### src/rtl/alu_ctrl_pipe_pkg.sv
// Shared constants for the ALU control stage: ALU op codes, RV32 major opcodes,
// funct7 classes, FSM state type and the funct3 map for plain register ops.
package alu_ctrl_pipe_pkg;

  localparam logic [4:0] ALU_ADD    = 5'd0;
  localparam logic [4:0] ALU_SUB    = 5'd1;
  localparam logic [4:0] ALU_SLL    = 5'd2;
  localparam logic [4:0] ALU_SLT    = 5'd3;
  localparam logic [4:0] ALU_SLTU   = 5'd4;
  localparam logic [4:0] ALU_XOR    = 5'd5;
  localparam logic [4:0] ALU_SRL    = 5'd6;
  localparam logic [4:0] ALU_SRA    = 5'd7;
  localparam logic [4:0] ALU_OR     = 5'd8;
  localparam logic [4:0] ALU_AND    = 5'd9;
  localparam logic [4:0] ALU_PASS   = 5'd10;
  localparam logic [4:0] ALU_MUL    = 5'd11;
  localparam logic [4:0] ALU_MULH   = 5'd12;
  localparam logic [4:0] ALU_MULHSU = 5'd13;
  localparam logic [4:0] ALU_MULHU  = 5'd14;
  localparam logic [4:0] ALU_DIV    = 5'd15;
  localparam logic [4:0] ALU_DIVU   = 5'd16;
  localparam logic [4:0] ALU_REM    = 5'd17;
  localparam logic [4:0] ALU_REMU   = 5'd18;
  localparam logic [4:0] ALU_NOP    = 5'd31;

  localparam logic [6:0] OPC_LOAD   = 7'b0000011;
  localparam logic [6:0] OPC_STORE  = 7'b0100011;
  localparam logic [6:0] OPC_BRANCH = 7'b1100011;
  localparam logic [6:0] OPC_JALR   = 7'b1100111;
  localparam logic [6:0] OPC_JAL    = 7'b1101111;
  localparam logic [6:0] OPC_AUIPC  = 7'b0010111;
  localparam logic [6:0] OPC_LUI    = 7'b0110111;
  localparam logic [6:0] OPC_OP     = 7'b0110011;
  localparam logic [6:0] OPC_OPIMM  = 7'b0010011;

  localparam logic [6:0] F7_BASE    = 7'b0000000;
  localparam logic [6:0] F7_ALT     = 7'b0100000;
  localparam logic [6:0] F7_MULDIV  = 7'b0000001;

  typedef enum logic [1:0] {
    ST_IDLE = 2'd0,
    ST_WAIT = 2'd1,
    ST_HOLD = 2'd2
  } state_e;

  function automatic logic [4:0] base_op(input logic [2:0] f3);
    case (f3)
      3'd0:    return ALU_ADD;
      3'd1:    return ALU_SLL;
      3'd2:    return ALU_SLT;
      3'd3:    return ALU_SLTU;
      3'd4:    return ALU_XOR;
      3'd5:    return ALU_SRL;
      3'd6:    return ALU_OR;
      default: return ALU_AND;
    endcase
  endfunction

endpackage

### src/rtl/alu_ctrl_pipe_if.sv
// Instruction-in / ALU-op-out bus of the ALU control stage.
// Handshake: a transfer happens on a rising edge where valid && ready; valid must
// not depend on ready, and the payload is held stable while valid && !ready.
interface alu_ctrl_pipe_if #(
  parameter int OPW = 5
);
  logic           in_valid;
  logic           in_ready;
  logic [6:0]     opcode;
  logic [2:0]     funct3;
  logic [6:0]     funct7;
  logic           out_valid;
  logic           out_ready;
  logic [OPW-1:0] alu_op;
  logic           illegal;

  modport master (
    output in_valid, opcode, funct3, funct7, out_ready,
    input  in_ready, out_valid, alu_op, illegal
  );

  modport slave (
    input  in_valid, opcode, funct3, funct7, out_ready,
    output in_ready, out_valid, alu_op, illegal
  );
endinterface

### src/rtl/alu_ctrl_pipe_decode.sv
// Combinational RV32I(+M) decode of opcode/funct3/funct7 into an ALU op code,
// an illegal flag and multiply/divide class bits.
module alu_op_decode
  import alu_ctrl_pipe_pkg::*;
#(
  parameter int M_EXT = 1
) (
  input  logic [6:0] opcode,
  input  logic [2:0] funct3,
  input  logic [6:0] funct7,
  output logic [4:0] op,
  output logic       illegal,
  output logic       is_mul,
  output logic       is_div
);

  always_comb begin
    op      = ALU_NOP;
    illegal = 1'b1;
    is_mul  = 1'b0;
    is_div  = 1'b0;
    case (opcode)
      OPC_OP: begin
        if (funct7 == F7_BASE) begin
          op      = base_op(funct3);
          illegal = 1'b0;
        end else if (funct7 == F7_ALT && funct3 == 3'b000) begin
          op      = ALU_SUB;
          illegal = 1'b0;
        end else if (funct7 == F7_ALT && funct3 == 3'b101) begin
          op      = ALU_SRA;
          illegal = 1'b0;
        end else if (funct7 == F7_MULDIV && M_EXT != 0) begin
          // MUL..REMU are numbered consecutively in funct3 order
          op      = ALU_MUL + {2'b00, funct3};
          illegal = 1'b0;
          is_mul  = !funct3[2];
          is_div  = funct3[2];
        end
      end
      OPC_OPIMM: begin
        case (funct3)
          3'b001: begin
            if (funct7 == F7_BASE) begin
              op      = ALU_SLL;
              illegal = 1'b0;
            end
          end
          3'b101: begin
            if (funct7 == F7_BASE) begin
              op      = ALU_SRL;
              illegal = 1'b0;
            end else if (funct7 == F7_ALT) begin
              op      = ALU_SRA;
              illegal = 1'b0;
            end
          end
          default: begin
            op      = base_op(funct3);
            illegal = 1'b0;
          end
        endcase
      end
      OPC_LOAD, OPC_STORE, OPC_JALR, OPC_JAL, OPC_AUIPC: begin
        op      = ALU_ADD;
        illegal = 1'b0;
      end
      OPC_BRANCH: begin
        op      = ALU_SUB;
        illegal = 1'b0;
      end
      OPC_LUI: begin
        op      = ALU_PASS;
        illegal = 1'b0;
      end
      default: ;
    endcase
  end

endmodule

### src/rtl/alu_ctrl_pipe.sv
// ALU control pipeline stage: registers the decoded ALU op, holds it until taken,
// and stretches multiply/divide ops to their configured latency.
module alu_ctrl_pipe
  import alu_ctrl_pipe_pkg::*;
#(
  parameter int M_EXT   = 1,
  parameter int MUL_LAT = 2,
  parameter int DIV_LAT = 32,
  parameter int OPW     = 5
) (
  input  logic              clk,
  input  logic              rst,
  input  logic              flush,
  alu_ctrl_pipe_if.slave    bus,
  output logic              busy,
  output state_e            o_dbg_state
);

  localparam logic [5:0] MUL_CNT = 6'(MUL_LAT - 1);
  localparam logic [5:0] DIV_CNT = 6'(DIV_LAT - 1);

  state_e     r_state;
  state_e     w_state_nxt;
  logic [5:0] r_cnt;
  logic [5:0] w_cnt_nxt;
  logic [4:0] r_op;
  logic       r_ill;
  logic [4:0] w_dec_op;
  logic       w_dec_ill;
  logic       w_is_mul;
  logic       w_is_div;
  logic       w_in_ready;
  logic       w_accept;
  logic       w_multi;

  alu_op_decode #(.M_EXT(M_EXT)) u_decode (
    .opcode  (bus.opcode),
    .funct3  (bus.funct3),
    .funct7  (bus.funct7),
    .op      (w_dec_op),
    .illegal (w_dec_ill),
    .is_mul  (w_is_mul),
    .is_div  (w_is_div)
  );

  assign w_in_ready = !rst && !flush &&
                      (r_state == ST_IDLE || (r_state == ST_HOLD && bus.out_ready));
  assign w_accept   = bus.in_valid && w_in_ready;
  assign w_multi    = (w_is_mul && MUL_LAT > 1) || (w_is_div && DIV_LAT > 1);

  always_comb begin
    w_state_nxt = r_state;
    w_cnt_nxt   = r_cnt;
    case (r_state)
      ST_WAIT: begin
        // the counter reaches zero on the same edge that enters HOLD
        w_cnt_nxt = r_cnt - 6'd1;
        if (r_cnt <= 6'd1) w_state_nxt = ST_HOLD;
      end
      ST_HOLD: begin
        if (bus.out_ready && !w_accept) w_state_nxt = ST_IDLE;
      end
      default: ;
    endcase
    if (w_accept) begin
      if (w_multi) begin
        w_state_nxt = ST_WAIT;
        w_cnt_nxt   = w_is_mul ? MUL_CNT : DIV_CNT;
      end else begin
        w_state_nxt = ST_HOLD;
        w_cnt_nxt   = 6'd0;
      end
    end
  end

  always_ff @(posedge clk) begin
    if (rst) begin
      r_state <= ST_IDLE;
      r_cnt   <= 6'd0;
      r_op    <= ALU_NOP;
      r_ill   <= 1'b0;
    end else if (flush) begin
      r_state <= ST_IDLE;
      r_cnt   <= 6'd0;
    end else begin
      r_state <= w_state_nxt;
      r_cnt   <= w_cnt_nxt;
      if (w_accept) begin
        r_op  <= w_dec_op;
        r_ill <= w_dec_ill;
      end
    end
  end

  assign bus.in_ready  = w_in_ready;
  assign bus.out_valid = (r_state == ST_HOLD);
  assign bus.alu_op    = OPW'(r_op);
  assign bus.illegal   = r_ill;
  assign busy          = (r_state == ST_WAIT);
  assign o_dbg_state   = r_state;

endmodule
### src/flat_wrapper.sv
// flat-port wrapper written by rule: the top's interface ports become plain ports
module alu_ctrl_pipe_flat import alu_ctrl_pipe_pkg::*;
#(
  parameter int M_EXT   = 1,
  parameter int MUL_LAT = 2,
  parameter int DIV_LAT = 32,
  parameter int OPW     = 5
)
  (clk, rst, flush, busy, o_dbg_state, bus_in_valid, bus_opcode, bus_funct3, bus_funct7, bus_out_ready, bus_in_ready, bus_out_valid, bus_alu_op, bus_illegal);
  alu_ctrl_pipe_if #(.OPW(OPW)) bus_i ();
  input  logic clk;
  input  logic rst;
  input  logic flush;
  output logic busy;
  output state_e o_dbg_state;
  input wire logic [$bits(bus_i.in_valid)-1:0] bus_in_valid;
  input wire logic [$bits(bus_i.opcode)-1:0] bus_opcode;
  input wire logic [$bits(bus_i.funct3)-1:0] bus_funct3;
  input wire logic [$bits(bus_i.funct7)-1:0] bus_funct7;
  input wire logic [$bits(bus_i.out_ready)-1:0] bus_out_ready;
  output wire logic [$bits(bus_i.in_ready)-1:0] bus_in_ready;
  output wire logic [$bits(bus_i.out_valid)-1:0] bus_out_valid;
  output wire logic [$bits(bus_i.alu_op)-1:0] bus_alu_op;
  output wire logic [$bits(bus_i.illegal)-1:0] bus_illegal;
  assign bus_i.in_valid = bus_in_valid;
  assign bus_i.opcode = bus_opcode;
  assign bus_i.funct3 = bus_funct3;
  assign bus_i.funct7 = bus_funct7;
  assign bus_i.out_ready = bus_out_ready;
  assign bus_in_ready = bus_i.in_ready;
  assign bus_out_valid = bus_i.out_valid;
  assign bus_alu_op = bus_i.alu_op;
  assign bus_illegal = bus_i.illegal;
  alu_ctrl_pipe #(.M_EXT(M_EXT), .MUL_LAT(MUL_LAT), .DIV_LAT(DIV_LAT), .OPW(OPW)) u_core (.clk(clk), .rst(rst), .flush(flush), .bus(bus_i), .busy(busy), .o_dbg_state(o_dbg_state));
endmodule
### config.mk
export PLATFORM = sky130hd
export DESIGN_NAME = alu_ctrl_pipe_flat
export DESIGN_NICKNAME = d
export VERILOG_FILES = /design/src/rtl/alu_ctrl_pipe_pkg.sv /design/src/rtl/alu_ctrl_pipe_if.sv /design/src/rtl/alu_ctrl_pipe_decode.sv /design/src/rtl/alu_ctrl_pipe.sv /design/src/flat_wrapper.sv
export SDC_FILE = /design/constraint.sdc
export NUM_CORES = 1
export LEC_CHECK = 0
export CAP_MARGIN = 40
export CORE_MARGIN = 10
export CORE_UTILIZATION = 48
export DETAILED_ROUTE_END_ITERATION = 8
export GPL_TIMING_DRIVEN = 0
export PLACE_DENSITY = 0.79
export SLEW_MARGIN = 20
export SYNTH_ARGS = -nofsm -noshare
export SYNTH_HDL_FRONTEND = slang
export SYNTH_SLANG_ARGS = --single-unit
### constraint.sdc
create_clock -name clk -period 2.5 [get_ports clk]
set_input_delay 0.5 -clock clk [delete_from_list [all_inputs] [get_ports clk]]
set_output_delay 0.5 -clock clk [all_outputs]
set_load 0.02 [all_outputs]
Word-level counts from Yosys, hierarchy flattened. Cells that the tools add are included.

Register bits: 14.

Bitwise operators: 1. Mux-type cells: 39. Order comparisons: 1. Add/subtract/negate cells: 2. Equality and inequality tests: 21. Reductions and logical operators: 23.

Operators with widths (number): 5-bit 2-to-1 mux (8); 7-bit by 6-bit equality test with 1-bit output, second input constant (4); 4-bit one-hot mux with 7 select lines (1); 5-bit one-hot mux with 5 select lines (1); 7-bit equality test, second input constant (3); 4-bit one-hot mux with 5 select lines (1); 6-bit 2-to-1 mux (3); 1-bit 2-to-1 mux (17); 7-bit by 5-bit equality test with 1-bit output, second input constant (2); 5-bit one-hot mux with 2 select lines (1); 3-bit equality test, second input constant (3); 2-bit 2-to-1 mux (4); 7-bit by 1-bit equality test with 1-bit output, second input constant (1); 7-bit by 2-bit equality test with 1-bit output, second input constant (1); 1-bit logical AND (7); 7-bit logical NOT (1); 7-bit OR reduction (1); 3-bit by 2-bit equality test with 1-bit output, second input constant (2); 6-bit by 1-bit less-or-equal comparator with 1-bit output, second input constant (1); 3-bit by 1-bit != test with 1-bit output, second input constant (2); 6-bit by 1-bit subtractor with 6-bit output, second input constant (1); 4-bit by 3-bit adder with 5-bit output, first input constant (1); 5-bit OR reduction (1); 1-bit logical NOT (4); other kinds (15) (16).

Longest topological paths before layout.
Word-level depth: 10. Gate-level depth with buffers: 8. Depth with buffers taken out: 8.

Cells and area by module. Synthesis repeated with hierarchy kept, for this count alone.

Cells, all modules: 179. Area, all modules: 1428.9 sq um.

By module, submodules not included: alu_ctrl_pipe (cells each 84, sequential area each 280.3 sq um, instances 1, area an instance 740.7 sq um); alu_op_decode (cells each 95, sequential area each 0.0 sq um, instances 1, area an instance 688.2 sq um).

Least setup slack after synthesis. Ideal clock, no wire load.

Kind: reg-to-reg. From: reg u_core.r_state[1] (netlist: u_core.o_dbg_state[1]). To: reg u_core.r_op[2] (netlist: u_core.bus.alu_op[2]). Setup time: 0.122 ns. Cell stages (with the launch flop): 6. Clock period less this slack: 1.993 ns. Setup slack: 0.507 ns. Required time: 2.378 ns. Arrival time: 1.871 ns. Path through: dfxtp_1 ha_1 a21oi_1 nor3b_4 o311ai_1 o32a_1.

Cells in the longest elaborated chain, start to end: 6.

RTL lines: from (decl) (RTL line alu_ctrl_pipe.sv:22) `state_e r_state;`; from (signal assigned) (RTL line alu_ctrl_pipe.sv:86) `r_state <= w_state_nxt;`; 2-bit equality test; net bus_out_valid (RTL line flat_wrapper.sv:22) `output wire logic [$bits(bus_i.out_valid)-1:0] bus_out_valid;`; 1-bit logical AND (RTL line alu_ctrl_pipe.sv:47) `(r_state == ST_IDLE || (r_state == ST_HOLD && bus.out_ready));`; 1-bit logical OR (RTL line alu_ctrl_pipe.sv:47); 1-bit logical AND (RTL line alu_ctrl_pipe.sv:46) `assign w_in_ready = !rst && !flush &&`; 1-bit logical AND (RTL line alu_ctrl_pipe.sv:48) `assign w_accept = bus.in_valid && w_in_ready;`; 2-bit AND reduction (no source line); to (signal assigned) (RTL line alu_ctrl_pipe.sv:89) `r_op <= w_dec_op;`; to (decl) (RTL line alu_ctrl_pipe.sv:26) `logic [4:0] r_op;`.

The timed path passes the listed nets, and every way through them passes these cells. A chain may end at the register's enable or synchronous reset.

Worst setup path after layout.
From: in bus_funct3[0]. To: reg u_core.r_op[0] (netlist: u_core.bus.alu_op[0]).

Cells in the longest elaborated chain, start to end: 6.

RTL lines: from (decl) (RTL line flat_wrapper.sv:18) `input wire logic [$bits(bus_i.funct3)-1:0] bus_funct3;`; 4-bit by 3-bit adder with 5-bit output or 3-bit equality test (tied branches); 5-bit 2-to-1 mux or 1-bit logical AND (tied branches) (RTL line alu_ctrl_pipe_decode.sv:33, alu_ctrl_pipe_decode.sv:30); 5-bit 2-to-1 mux (RTL line alu_ctrl_pipe_decode.sv:30) `end else if (funct7 == F7_ALT && funct3 == 3'b101) begin`; 5-bit 2-to-1 mux (RTL line alu_ctrl_pipe_decode.sv:27) `end else if (funct7 == F7_ALT && funct3 == 3'b000) begin`; 5-bit 2-to-1 mux (RTL line alu_ctrl_pipe_decode.sv:24) `if (funct7 == F7_BASE) begin`; 5-bit one-hot mux with 5 select lines (*) (RTL line alu_ctrl_pipe_decode.sv:22) `case (opcode)`.

Mark *: on every way between the ends. The rest lies on a longest branch, timed or not.

==> metrics.md <==
| Metric | Value |
|---|---|
| Ant. Diodes | `0` |
| DRC viols | `0` |
| Share of the synthesized area in the top cell type | `0.2272` |
| Endpoints failing setup | `0` |
| FF/Latch Area | `280.3 um2` |
| Pwr Total | `534.3 uW` |
| Clock Latency Late Sink | `0.28 ns` |
| Mapped Avg Cell Area | `8.063 um2` |
| Critical path startpoint category | `input port` |
| Worst-path clk slew | `0.09 ns` |
| Design area | `1648 um2` |
| Core Region | `2455 um2` |
| Clock sink count | `14` |
| Layout cells sized above 1 | `0.1277` |
| Final TNS setup | `0 ns` |
| FFs w/ async S/R, synth | `0` |
| Largest net degree at the start of global routing | `11` |
| Sequential fraction of the synthesis area | `0.2272` |
| Die height | `70.70 um` |
| CTS tree | `built` |
| IO buf count | `31` |
| Row count | `18` |
| First-pass GRT wire length | `5547 um` |
| Initial antenna violation count | `0` |
| Maximum fanout along the worst path | `6` |
| Max clock buf depth | `2` |
| Final period util | `0.9408` |
| Total grt overflow | `0` |
| Slew @ Worst Pin | `0.5215 ns` |
| Hold WS | `0.4860 ns` |
| CTS Buf Count | `3` |
| Critical Path Sink Type | `flop` |
| Final WS setup | `0.1479 ns` |
| Drt pass-1 iters | `4` |
| Syn nets | `186` |
| Layout Nets | `222` |
| Achievable Freq | `425.2 MHz` |
| Synth-to-Final Area Change | `33.57%` |
| Yosys reg bits | `14` |
| Detail Route Antenna Nets | `0` |
| IO Pins | `33` |
| Starting density of the core | `0.5025` |
| DR vias | `1,281` |
| P per Cell Area | `324.2 nW/um2` |
| Post-DP Area | `1582 um2` |
| DP HPWL | `2666 um` |
| Post-CTS Hold Fix Bufs | `0` |
| Number of fillers in the final layout | `221` |
| Outcome | `complete, no violations` |
| Clock Tree Root | `clkbuf_4` |
| Final setup skew | `0.006868 ns` |
| Syn Inst Count | `153` |
| Post-Place Worst Slack | `-0.3641 ns` |
| Hold crit path type | `flop to flop` |
| Footprint of the multi-input gates | `918.4 um2` |
| Required time worst endpoint | `2.68 ns` |
| Setup CP Type | `input port to flop` |
| DRT Wirelength | `3248 um` |
| Number of synthesized flops with an enable pin | `0` |
| Top cells by area, synth | `dfxtp_1 (23%), ha_1 (11%), a21oi_1 (4.1%)` |
| H-tree Lvls | `1` |
| CP top delay family | `buffers and inverters` |
| Die area | `4998 um2` |
| Max-slew headroom | `0.6468` |
| Setup repair bufs after CTS | `0` |
| Max-Cap Viols | `0` |
| Wire per inst | `14.90 um` |
| Number of vias per cell | `5.876` |
| Max rail drop VDD | `224.2 uV` |
| Distinct cell type count after synthesis | `56` |
| Iteration-0 DRC Markers | `54` |
| Yosys warnings | `0` |
| Most common cell in the synthesized netlist | `dfxtp_1` |
| RSZ-0062 raised after global routing | `false` |
| Post-synth top cells | `dfxtp_1 (14), nor2_1 (13), nand2_1 (12), ha_1 (11), a21oi_1 (10)` |
| Cell taking the most area after synthesis | `dfxtp_1` |
| Max-slew violations | `0` |
| Placer Congestion | `0.8727` |
| Cell area after synthesis | `1234 um2` |
| Bufs and invs on worst path | `2` |
| Pleak | `0.0006353 uW` |
| GR Util All Layers | `0.1275` |
| Critical Path AT | `2.53 ns` |
| Primary FF master, synth | `dfxtp_1` |
| Tmin final | `2.352 ns` |
| Critical-path cell list | `clkdlybuf4s50_1, inv_1, ha_2, ha_4, nor3_1, or3_1, o311ai_0, a31oi_1, o32a_1` |
| Chip Width | `70.70 um` |
| Fin. Hold Viols | `0` |
| Vias in the first global route | `1,276` |
| Crit-path slowest cell | `clkdlybuf4s50_1` |
| CP peak stage delay | `0.49 ns` |
-- stage by stage --
stage,util,std cells
finish,0.6713,218
global route,0.6713,218
CTS,0.6651,218
detailed placement,0.6442,214
global placement,0.6442,214
floorplan,-,153
-- cell usage in the layout, fill, tap and decap left out, types with 4 or more instances in the layout --
cell type         n
clkdlybuf4s50_1  29
dfxtp_1          14
nor2_1           13
nand2_1          12
a21oi_1          10
inv_1             9
ha_1              9
o21ai_0           4
a31oi_1           4
nor3_1            4
-- flip-flops by register name (all words and copies together) (netlist names) --
name	cells
u_core.o_dbg_state	2
u_core.bus.alu_op	5
u_core.r_cnt	6
u_core.bus.illegal	1
-- area by class of cell --
class                      instances  share of cell area
timing repair buffer              31              0.1891
tap                               30             0.02278
sequential                        14              0.1701
buffer                             4             0.01595
inverter                          10             0.02278
multi-input combinational        125              0.5573
clock buffer                       4             0.02202
-- logic make-up (layout without fill, tap and decap cells) --
logic type,Yosys count,in the layout,share of synthesized area
and+or+nand+nor,62,62,0.3002
xor gates and xnor gates,5,5,0.03550
muxes,2,2,0.01623
adders and majority gates,11,11,0.1116
AOI/OAI and AO/OA,45,45,0.2586
DFF,14,14,0.2272
buffers and inverters,14,49,0.05070
-- path summary, 6_finish.rpt --
check                                            from              endpoint  slack, ns  cells past startpoint
worst max-delay path                    bus_funct3[0]  u_core.bus.alu_op[0]       0.15                      9
worst min-delay path             u_core.bus.alu_op[0]  u_core.bus.alu_op[0]       0.49                      1
worst max register to register  u_core.o_dbg_state[0]  u_core.bus.alu_op[4]       0.54                      7
worst min register to register   u_core.bus.alu_op[0]  u_core.bus.alu_op[0]       0.49                      1
-- routing by layer --
metal  share of wire  vias to the layer above  wire length (um)  global-route usage
li1                -                      650                 -                   -
met1            0.42                      580              1360              0.1292
met2            0.49                       41              1607              0.2364
met3           0.056                       10               181             0.03487
met4           0.030                        0                99             0.05591
met5               0                        -                 0                   0
-- worst register-to-register path, stage by stage (launching register included) --
cell,delay [ns]
dfxtp_1,0.35
inv_1,0.09
ha_1,0.21
a21oi_1,0.13
nor3b_4,0.40
o311ai_1,0.26
a311oi_1,0.30
o21bai_1,0.10
-- repair_timing --
action                     4_1_cts  5_1_grt
pin swaps                        0        0
resized for setup                4        3
hold endpoints to repair         0        0
setup endpoints to repair        2        2
-- where the power goes --
part | internal [uW] | switching, uW | leakage [uW] | total [uW]
Combinational | 71.2 | 71.4 | 0.000501 | 143
Clock | 88.6 | 74.0 | 0.0000210 | 163
Sequential | 226 | 2.61 | 0.000113 | 229
Power figures use the tool's default switching activity.
